File: config.mk
export PLATFORM = sky130hd
export DESIGN_NAME = mc_control_fsm
export DESIGN_NICKNAME = d
export VERILOG_FILES = /design/src/rtl/mc_control_fsm.sv
export SDC_FILE = /design/constraint.sdc
export NUM_CORES = 1
export LEC_CHECK = 0
export CORE_MARGIN = 1
export CORE_UTILIZATION = 43
export CTS_CLUSTER_DIAMETER = 30
export DETAILED_ROUTE_END_ITERATION = 12
export PLACE_DENSITY = 0.88
export SYNTH_ARGS = -nofsm -noshare
export SYNTH_HDL_FRONTEND = slang
export SYNTH_SLANG_ARGS = --single-unit
File: constraint.sdc
create_clock -name clk -period 1.9 [get_ports clk]
set_clock_uncertainty 0.15 [all_clocks]
set_input_delay 0.38 -clock clk [delete_from_list [all_inputs] [get_ports clk]]
set_output_delay 0.38 -clock clk [all_outputs]
set_load 0.05 [all_outputs]
File: src/rtl/mc_control_fsm.sv
// Multi-cycle control FSM for the 16-bit datapath: fetch/decode/execute/memory/writeback sequencing.
// Define ILLEGAL_TRAP_EN to route opcodes 9-E through a TRAP state that vectors the PC to TRAP_VECTOR.
module mc_control_fsm #(
    parameter int unsigned     PC_W        = 16,
    parameter logic [PC_W-1:0] TRAP_VECTOR = PC_W'(16'h0002)
) (
    input  logic            clk,
    input  logic            reset,
    input  logic [3:0]      opcode,
    input  logic            zero,
    input  logic            mem_ready,
    output logic            pcsignal,
    output logic [1:0]      pc_src,
    output logic [PC_W-1:0] trap_vec,
    output logic            ir_load,
    output logic            iord,
    output logic            mem_read,
    output logic            mem_write,
    output logic            alu_src_a,
    output logic [1:0]      alu_src_b,
    output logic [2:0]      alu_op,
    output logic            reg_write,
    output logic            reg_dst,
    output logic            mem_to_reg,
    output logic            halted,
    output logic            illegal,
    output logic [3:0]      state_o
);

    typedef enum logic [3:0] {
        StInit    = 4'd0,
        StFetch   = 4'd1,
        StDecode  = 4'd2,
        StExecR   = 4'd3,
        StExecI   = 4'd4,
        StWbRi    = 4'd5,
        StMemAddr = 4'd6,
        StMemRd   = 4'd7,
        StWbMem   = 4'd8,
        StMemWr   = 4'd9,
        StBranch  = 4'd10,
        StJump    = 4'd11,
        StHalt    = 4'd12,
        StTrap    = 4'd13
    } state_t;

    state_t     r_state;
    state_t     w_state_next;
    logic       r_pc_load;
    logic [1:0] r_pc_src;
    logic       r_iord;
    logic       r_mem_read;
    logic       r_mem_write;
    logic       r_alu_src_a;
    logic [1:0] r_alu_src_b;
    logic [2:0] r_alu_op;
    logic       r_reg_write;
    logic       r_reg_dst;
    logic       r_mem_to_reg;
    logic       r_halted;
    logic       r_illegal;
    logic       w_fetch_done;

    always_comb begin
        w_state_next = StInit;
        case (r_state)
            StInit:    w_state_next = StFetch;
            StFetch:   w_state_next = mem_ready ? StDecode : StFetch;
            StDecode: begin
                case (opcode)
                    4'h0, 4'h1, 4'h2, 4'h3: w_state_next = StExecR;
                    4'h4:                   w_state_next = StExecI;
                    4'h5, 4'h6:             w_state_next = StMemAddr;
                    4'h7:                   w_state_next = StBranch;
                    4'h8:                   w_state_next = StJump;
                    4'hF:                   w_state_next = StHalt;
`ifdef ILLEGAL_TRAP_EN
                    default:                w_state_next = StTrap;
`else
                    default:                w_state_next = StFetch;
`endif
                endcase
            end
            StExecR:   w_state_next = StWbRi;
            StExecI:   w_state_next = StWbRi;
            StWbRi:    w_state_next = StFetch;
            StMemAddr: w_state_next = (opcode == 4'h5) ? StMemRd :
                                      (opcode == 4'h6) ? StMemWr : StFetch;
            StMemRd:   w_state_next = mem_ready ? StWbMem : StMemRd;
            StWbMem:   w_state_next = StFetch;
            StMemWr:   w_state_next = mem_ready ? StFetch : StMemWr;
            StBranch:  w_state_next = StFetch;
            StJump:    w_state_next = StFetch;
            StHalt:    w_state_next = StHalt;
`ifdef ILLEGAL_TRAP_EN
            StTrap:    w_state_next = StFetch;
`endif
            default:   w_state_next = StInit;
        endcase
    end

    // Moore outputs are registered from the next state so they line up with r_state.
    always_ff @(posedge clk or negedge reset) begin
        if (!reset) begin
            r_state      <= StInit;
            r_pc_load    <= 1'b0;
            r_pc_src     <= 2'd0;
            r_iord       <= 1'b0;
            r_mem_read   <= 1'b0;
            r_mem_write  <= 1'b0;
            r_alu_src_a  <= 1'b0;
            r_alu_src_b  <= 2'd0;
            r_alu_op     <= 3'd0;
            r_reg_write  <= 1'b0;
            r_reg_dst    <= 1'b0;
            r_mem_to_reg <= 1'b0;
            r_halted     <= 1'b0;
            r_illegal    <= 1'b0;
        end else begin
            r_state      <= w_state_next;
            r_pc_load    <= 1'b0;
            r_pc_src     <= 2'd0;
            r_iord       <= 1'b0;
            r_mem_read   <= 1'b0;
            r_mem_write  <= 1'b0;
            r_alu_src_a  <= 1'b0;
            r_alu_src_b  <= 2'd0;
            r_alu_op     <= 3'd0;
            r_reg_write  <= 1'b0;
            r_reg_dst    <= 1'b0;
            r_mem_to_reg <= 1'b0;
            r_halted     <= 1'b0;
            r_illegal    <= 1'b0;
            case (w_state_next)
                StFetch: begin
                    r_mem_read  <= 1'b1;
                    r_alu_src_b <= 2'd1;
                end
                StDecode:  r_alu_src_b <= 2'd2;
                StExecR: begin
                    r_alu_src_a <= 1'b1;
                    r_alu_op    <= opcode[2:0];
                end
                StExecI, StMemAddr: begin
                    r_alu_src_a <= 1'b1;
                    r_alu_src_b <= 2'd2;
                end
                StWbRi: begin
                    r_reg_write <= 1'b1;
                    r_reg_dst   <= (opcode[3:2] == 2'b00);
                end
                StMemRd: begin
                    r_mem_read <= 1'b1;
                    r_iord     <= 1'b1;
                end
                StWbMem: begin
                    r_reg_write  <= 1'b1;
                    r_mem_to_reg <= 1'b1;
                end
                StMemWr: begin
                    r_mem_write <= 1'b1;
                    r_iord      <= 1'b1;
                end
                StBranch: begin
                    r_alu_src_a <= 1'b1;
                    r_alu_op    <= 3'b001;
                    r_pc_src    <= 2'd1;
                end
                StJump: begin
                    r_pc_load <= 1'b1;
                    r_pc_src  <= 2'd2;
                end
                StHalt:    r_halted <= 1'b1;
`ifdef ILLEGAL_TRAP_EN
                StTrap: begin
                    r_illegal <= 1'b1;
                    r_pc_load <= 1'b1;
                    r_pc_src  <= 2'd3;
                end
`endif
                default: ;
            endcase
        end
    end

    assign w_fetch_done = (r_state == StFetch) && mem_ready;
    assign ir_load      = w_fetch_done;
    assign pcsignal     = w_fetch_done || ((r_state == StBranch) && zero) || r_pc_load;
    assign pc_src       = r_pc_src;
    assign trap_vec     = TRAP_VECTOR;
    assign iord         = r_iord;
    assign mem_read     = r_mem_read;
    assign mem_write    = r_mem_write;
    assign alu_src_a    = r_alu_src_a;
    assign alu_src_b    = r_alu_src_b;
    assign alu_op       = r_alu_op;
    assign reg_write    = r_reg_write;
    assign reg_dst      = r_reg_dst;
    assign mem_to_reg   = r_mem_to_reg;
    assign halted       = r_halted;
    assign illegal      = r_illegal;
    assign state_o      = r_state;

endmodule

==> run_results.csv, run 1 <==
group,metric,value,unit
clocking,clock-sinks,19,
power,pwr-share-clk,8.3,%
detailed_routing,routed_wl,3.301,mm
final_layout,finish.instance_area,1821,um^2
power,power.density,1421,nW/um^2
place,pre_cts_ws,-0.4101,ns
clocking,clock-root-buffer,"clkbuf_4",
clocking,numCtsBuffers,3,
detailed_routing,drtIter0Drc,29,
detailed_routing,top_layer,"met4",
outcome,violations,"negative setup slack",
setup_path,slowest_stage,"dfrtp_2",
setup_path,critPathCaptureType,"register",
grt,globalRouteTotalUtil,22.42,%
setup_path,setup.worst_path.start_class,"register",
sta,relSlewSlack,65.38,%
final_layout,syn_to_final_growth,54.95,%
clocking,cts_tree,"yes",
place,numPlacedInstances,184,
floorplanning,die_y,54.27,um
logic_synthesis,synth_edf_count,0,
logic_synthesis,synthCells,117,
detailed_routing,wl_met2,1.770,mm
sta,min_period,1.981,ns
outcome,status,"finished with violations",
clocking,htree_levels,1,
grt,antenna_found_initial,0,
setup_path,critPathBufInv,1,
logic_synthesis,ys_warn_count,0,
logic_synthesis,async_flop_share,100.0,%
floorplanning,row_count,18,
setup_path,crit_path_max_incr_delay,0.49,ns
logic_synthesis,syn_area_per_cell,10.04,um^2
setup_path,critPathLaunch,"state_o[3]",
sta,slew_violations,0,
place,io_buffers,28,
setup_path,path_class,"register to register",
power,power,0.002587,W
power,peakVddDrop,1.338,mV
floorplanning,dieWidth,54.27,um
flow_run,maxCapViolations,0,
sta,setup_violations,6,
grt,grt_pass1_vias,1014,
detailed_routing,met3_length,217,um
floorplanning,core,2522,um^2
grt,grt_max_degree,20,
setup_path,crit_required,1.97,ns
logic_synthesis,yosysSeqAreaShare,40.47,%
sta,layout_setup_ws,-0.08090,ns
grt,grt_pass1_wl,4.609,mm
floorplanning,initial_utilization,46.58,%
setup_path,crit_path_max_fanout,8,
power,switchingPower,0.001266,W
sta,max_freq,504.8,MHz
logic_synthesis,synth_flop_cell,"dfrtp_1",
detailed_routing,vias,1080,
detailed_routing,vias_per_cell,5.373,
detailed_routing,met1Wirelength,1.229,mm
grt,overflow,0,
logic_synthesis,synth_seq_cells,19,
setup_path,r2r-start,"state_o[3]",
power,p_int,0.001321,W
logic_synthesis,yosysUniqueCellTypes,45,
sta,rsz0062_at_grt,"yes",
final_layout,stdcell_count,201,
power,p_leak,0.8680,nW
final_layout,largest_reg_flops,4,
place,place_area,1550,um^2
worst_hold_path,hold_path_class,"input port to async pin",
power,share_comb_of_total_power,68.4,%
setup_path,worstPathArrival,2.05,ns
place,routabilityCongestion,0.8939,
setup_path,crit_path_cell_trace,"buf_6 -> nor4b_4 -> a21boi_4 -> or2_4 -> nor3_2 -> o31ai_2",
sta,final-hold-violation-count,0,
floorplanning,die_area,2945,um^2
power,seq_power_share,23.3,%
clocking,clk_pin_slew,0.11,ns
detailed_routing,postRouteAntennaNets,0,
setup_path,crit_family,"simple AND/OR/NAND/NOR gates",
detailed_routing,routedWlPerCell,16.42,um
place,dp_hpwl,2.013,mm
clocking,clock_path_buffers,2,
sta,tightest_slew,0.5063,ns
final_layout,drive_above_1_share,53.80,%
logic_synthesis,synth_area,1175,um^2
sta,fin_setup_tns,-0.2959,ns
clocking,clkLatencyLatePin,0.31,ns
floorplanning,ios,46,
detailed_routing,post-route-drc-count,0,
final_layout,nNetsFinal,180,
final_layout,diodes,0,
sta,post-route-period-util,104.3,%
power,switching_share,48.95,%
detailed_routing,drt_first_pass_iters,5,
[final timing paths]
kind	endpoint	depth (start not counted)	slack [ns]
min in group clk	reg_dst	2	0.39
max in group asynchronous	state_o[0]	2	1.14
worst max-delay path	alu_src_a	6	-0.08
worst max register to register	alu_src_a	6	-0.08
worst min register to register	reg_write	2	0.57
worst min-delay path	reg_write	2	0.23
[kinds of logic (layout without fill, tap and decap cells)]
group / count (synthesis) / count (layout) / share of synthesized area [%]
and+or+nand+nor: 49 / 49 / 27.69
buffers and inverters: 27 / 65 / 15.55
AOI/OAI and AO/OA: 20 / 20 / 15.66
DFF: 19 / 19 / 40.47
other: 2 / 18 / 0.6392
[final cells by class]
type | instances | area, um^2
tap | 30 | 37.54
multi-input combinational | 87 | 739.5
clock buffer | 4 | 26.28
timing repair buffer | 56 | 514.2
fill | 175 | 701.9
inverter | 5 | 22.52
sequential | 19 | 480.5
[Yosys cell counts, types with 2 or more instances]
cell	number	area (um^2)
conb_1	2	7.510
nor3_1	4	20.02
nor2_1	6	22.52
inv_1	4	15.01
nand2b_1	3	18.77
nand3_1	7	35.03
a21oi_1	3	15.01
nor4bb_1	3	30.03
buf_2	2	10.01
dfrtp_1	19	475.5
nand3b_1	4	30.03
nand2_1	9	33.78
buf_4	19	142.6
[power by group through the flow]
stage                     sequential (W)  combinational (W)  clock (W)
after detailed placement        0.000647            0.00138          0
after global placement          0.000639            0.00135          0
after CTS                       0.000597            0.00163   0.000213
after floorplan                 0.000918           0.000620          0
after global routing            0.000617            0.00185   0.000236
final                           0.000603            0.00177   0.000214
[per-layer routing]
layer,vias up,global-route usage (%)
met5,-,0
met1,520,25.39
met2,57,39.02
met4,0,10.26
met3,12,5.833
li1,491,-
[cell usage in the layout (no fill, tap or decap), types with 4 or more instances in the layout]
master	count
buf_12	6
buf_4	41
conb_1	18
dfrtp_1	15
dfrtp_2	4
dlygate4sd2_1	5
nand2_1	5
nand3_1	5
nand3b_1	4
nor2_1	4
nor3_2	4
[repair_timing]
action,in CTS,in global routing
setup buffers,11,2
gates resized for setup,17,17
hold buffers,0,0
pin swaps,3,13
endpoints found under the setup margin,10,11
[per-stage QoR]
step	util, %	hold slack (ns)
finish	72.17	0.2289
global route	72.17	0.2501
CTS	68.40	0.2444
detailed placement	61.46	0.4903
global placement	61.46	0.4684
floorplan	-	-0.06559
Note: power is estimated with default switching activity, not from simulation.
==> run 2, diff against run 1 <==
CORE_UTILIZATION = 46   (was 43)
PLACE_DENSITY = 0.93   (was 0.88)
clock period = 2.5 ns   (was 1.9 ns; I/O delays follow)
==> run_results.csv, run 2 (synthesis results as in run 1) <==
group,metric,value,unit
outcome,status,"finished, final reports clean",
sta,rsz0062_at_grt,"no",
grt,grt_max_degree,20,
sta,min_period,2.408,ns
place,dp_hpwl,1.967,mm
grt,globalRouteTotalUtil,19.47,%
power,p_int,0.0007890,W
sta,max_freq,415.2,MHz
place,io_buffers,28,
power,power.density,1079,nW/um^2
clocking,htree_levels,1,
final_layout,stdcell_count,176,
grt,overflow,0,
power,peakVddDrop,0.8119,mV
sta,whs,0.3914,ns
floorplanning,row_count,17,
detailed_routing,vias,939,
power,p_leak,0.6757,nW
final_layout,final_common_cell,"clkdlybuf4s50_1",
sta,slew_violations,0,
clocking,clock-sinks,19,
final_layout,syn_to_final_growth,25.13,%
final_layout,drive_above_1_share,17.57,%
clocking,cts.repair.resized,0,
detailed_routing,routedWlPerCell,13.87,um
detailed_routing,postRouteAntennaNets,0,
grt,antenna_found_initial,0,
sta,setup_violations,0,
setup_path,r2r_cells,6,
sta,relSlewSlack,66.25,%
power,share_comb_of_total_power,64.6,%
setup_path,r2r-start,"state_o[3]",
sta,final-hold-violation-count,0,
detailed_routing,drtIter0Drc,24,
setup_path,path_class,"register to output port",
power,switching_share,50.25,%
worst_hold_path,hold_path_class,"input port to async pin",
final_layout,nNetsFinal,157,
power,pwr-share-clk,9.2,%
floorplanning,initial_utilization,50.67,%
setup_path,crit_path_max_fanout,9,
detailed_routing,vias_per_cell,5.335,
setup_path,critPathCaptureType,"output port",
floorplanning,ios,46,
grt,grt_pass1_vias,841,
detailed_routing,routed_wl,2.441,mm
sta,post-route-period-util,96.33,%
setup_path,critPathLaunch,"state_o[3]",
place,place_area,1444,um^2
final_layout,final_cell_mix,"clkdlybuf4s50_1 (26), dfrtp_1 (19), conb_1 (18)",
clocking,cts_tree,"yes",
clocking,cts_setup_buffers,0,
setup_path,worstPathArrival,1.76,ns
floorplanning,die_y,52.54,um
sta,fin_setup_tns,0,ns
setup_path,crit_required,1.85,ns
place,routabilityCongestion,0.9306,
floorplanning,die_area,2760,um^2
clocking,clock-root-buffer,"clkbuf_4",
clocking,numCtsBuffers,3,
place,numPlacedInstances,172,
final_layout,finish.instance_area,1470,um^2
floorplanning,dieWidth,52.54,um
clocking,clock_path_buffers,2,
setup_path,reg2reg_to,"mem_read",
final_layout,largest_reg_flops,4,
power,seq_power_share,26.2,%
grt,grt_pass1_wl,3.905,mm
clocking,clkLatencyLatePin,0.29,ns
detailed_routing,drt_first_pass_iters,4,
final_layout,diodes,0,
flow_run,maxCapViolations,0,
clocking,cts_hold_buffers,0,
power,switchingPower,0.0007970,W
setup_path,setup.worst_path.start_class,"register",
clocking,clk_pin_slew,0.10,ns
sta,tightest_slew,0.4935,ns
floorplanning,core,2318,um^2
detailed_routing,post-route-drc-count,0,
setup_path,regToRegSetupSlack,0.50,ns
run 2: final cells by class:
class,count,area (um^2)
Fill cell,197,848.3
Multi-Input combinational cell,87,576.8
Sequential cell,19,475.5
Timing Repair Buffer,33,337.8
Tap cell,28,35.03
Clock buffer,4,26.28
Inverter,5,18.77
run 2: worst max-delay path, stage by stage, from the launching register on:
cell	delay (ns)
dfrtp_1	0.55
nor4bb_1	0.51
a21oi_1	0.13
nand2_1	0.14
buf_12	0.15
run 2: worst max-delay path by stage:
stage,end,cells past startpoint,slack (ns)
2_1_floorplan,pcsignal,4,0.25
3_3_place_gp,alu_src_a,6,0.14
3_5_place_dp,alu_src_a,6,0.04
4_1_cts,state_o[3],1,0.15
5_1_grt,state_o[3],1,0.08
6_report,pcsignal,4,0.09
run 2: routing by layer:
metal  wire length, um  vias up  share of wire [%]  track usage [%]
li1                  -      440                  -                -
met5                 0        -                  0                0
met4                43        0                1.8            5.702
met3               122        4                5.0            4.348
met2              1247       42                 51            32.91
met1              1027      453                 42            24.59
run 2: power by group through the flow:
stage / clock [W] / sequential, W / combinational (W)
final: 0.000146 / 0.000416 / 0.00102
after global placement: 0 / 0.000420 / 0.000996
after CTS: 0.000151 / 0.000417 / 0.00102
after floorplan: 0 / 0.000693 / 0.000450
after global routing: 0.000170 / 0.000425 / 0.00108
after detailed placement: 0 / 0.000424 / 0.00102
run 2: through the flow:
stage | util, % | setup slack [ns] | power [W]
finish | 63.41 | 0.09172 | 0.001586
global route | 63.41 | 0.07987 | 0.001671
CTS | 63.41 | 0.1511 | 0.001590
detailed placement | 62.28 | 0.04319 | 0.001445
global placement | 62.28 | 0.1357 | 0.001417
floorplan | - | 0.2527 | 0.001143
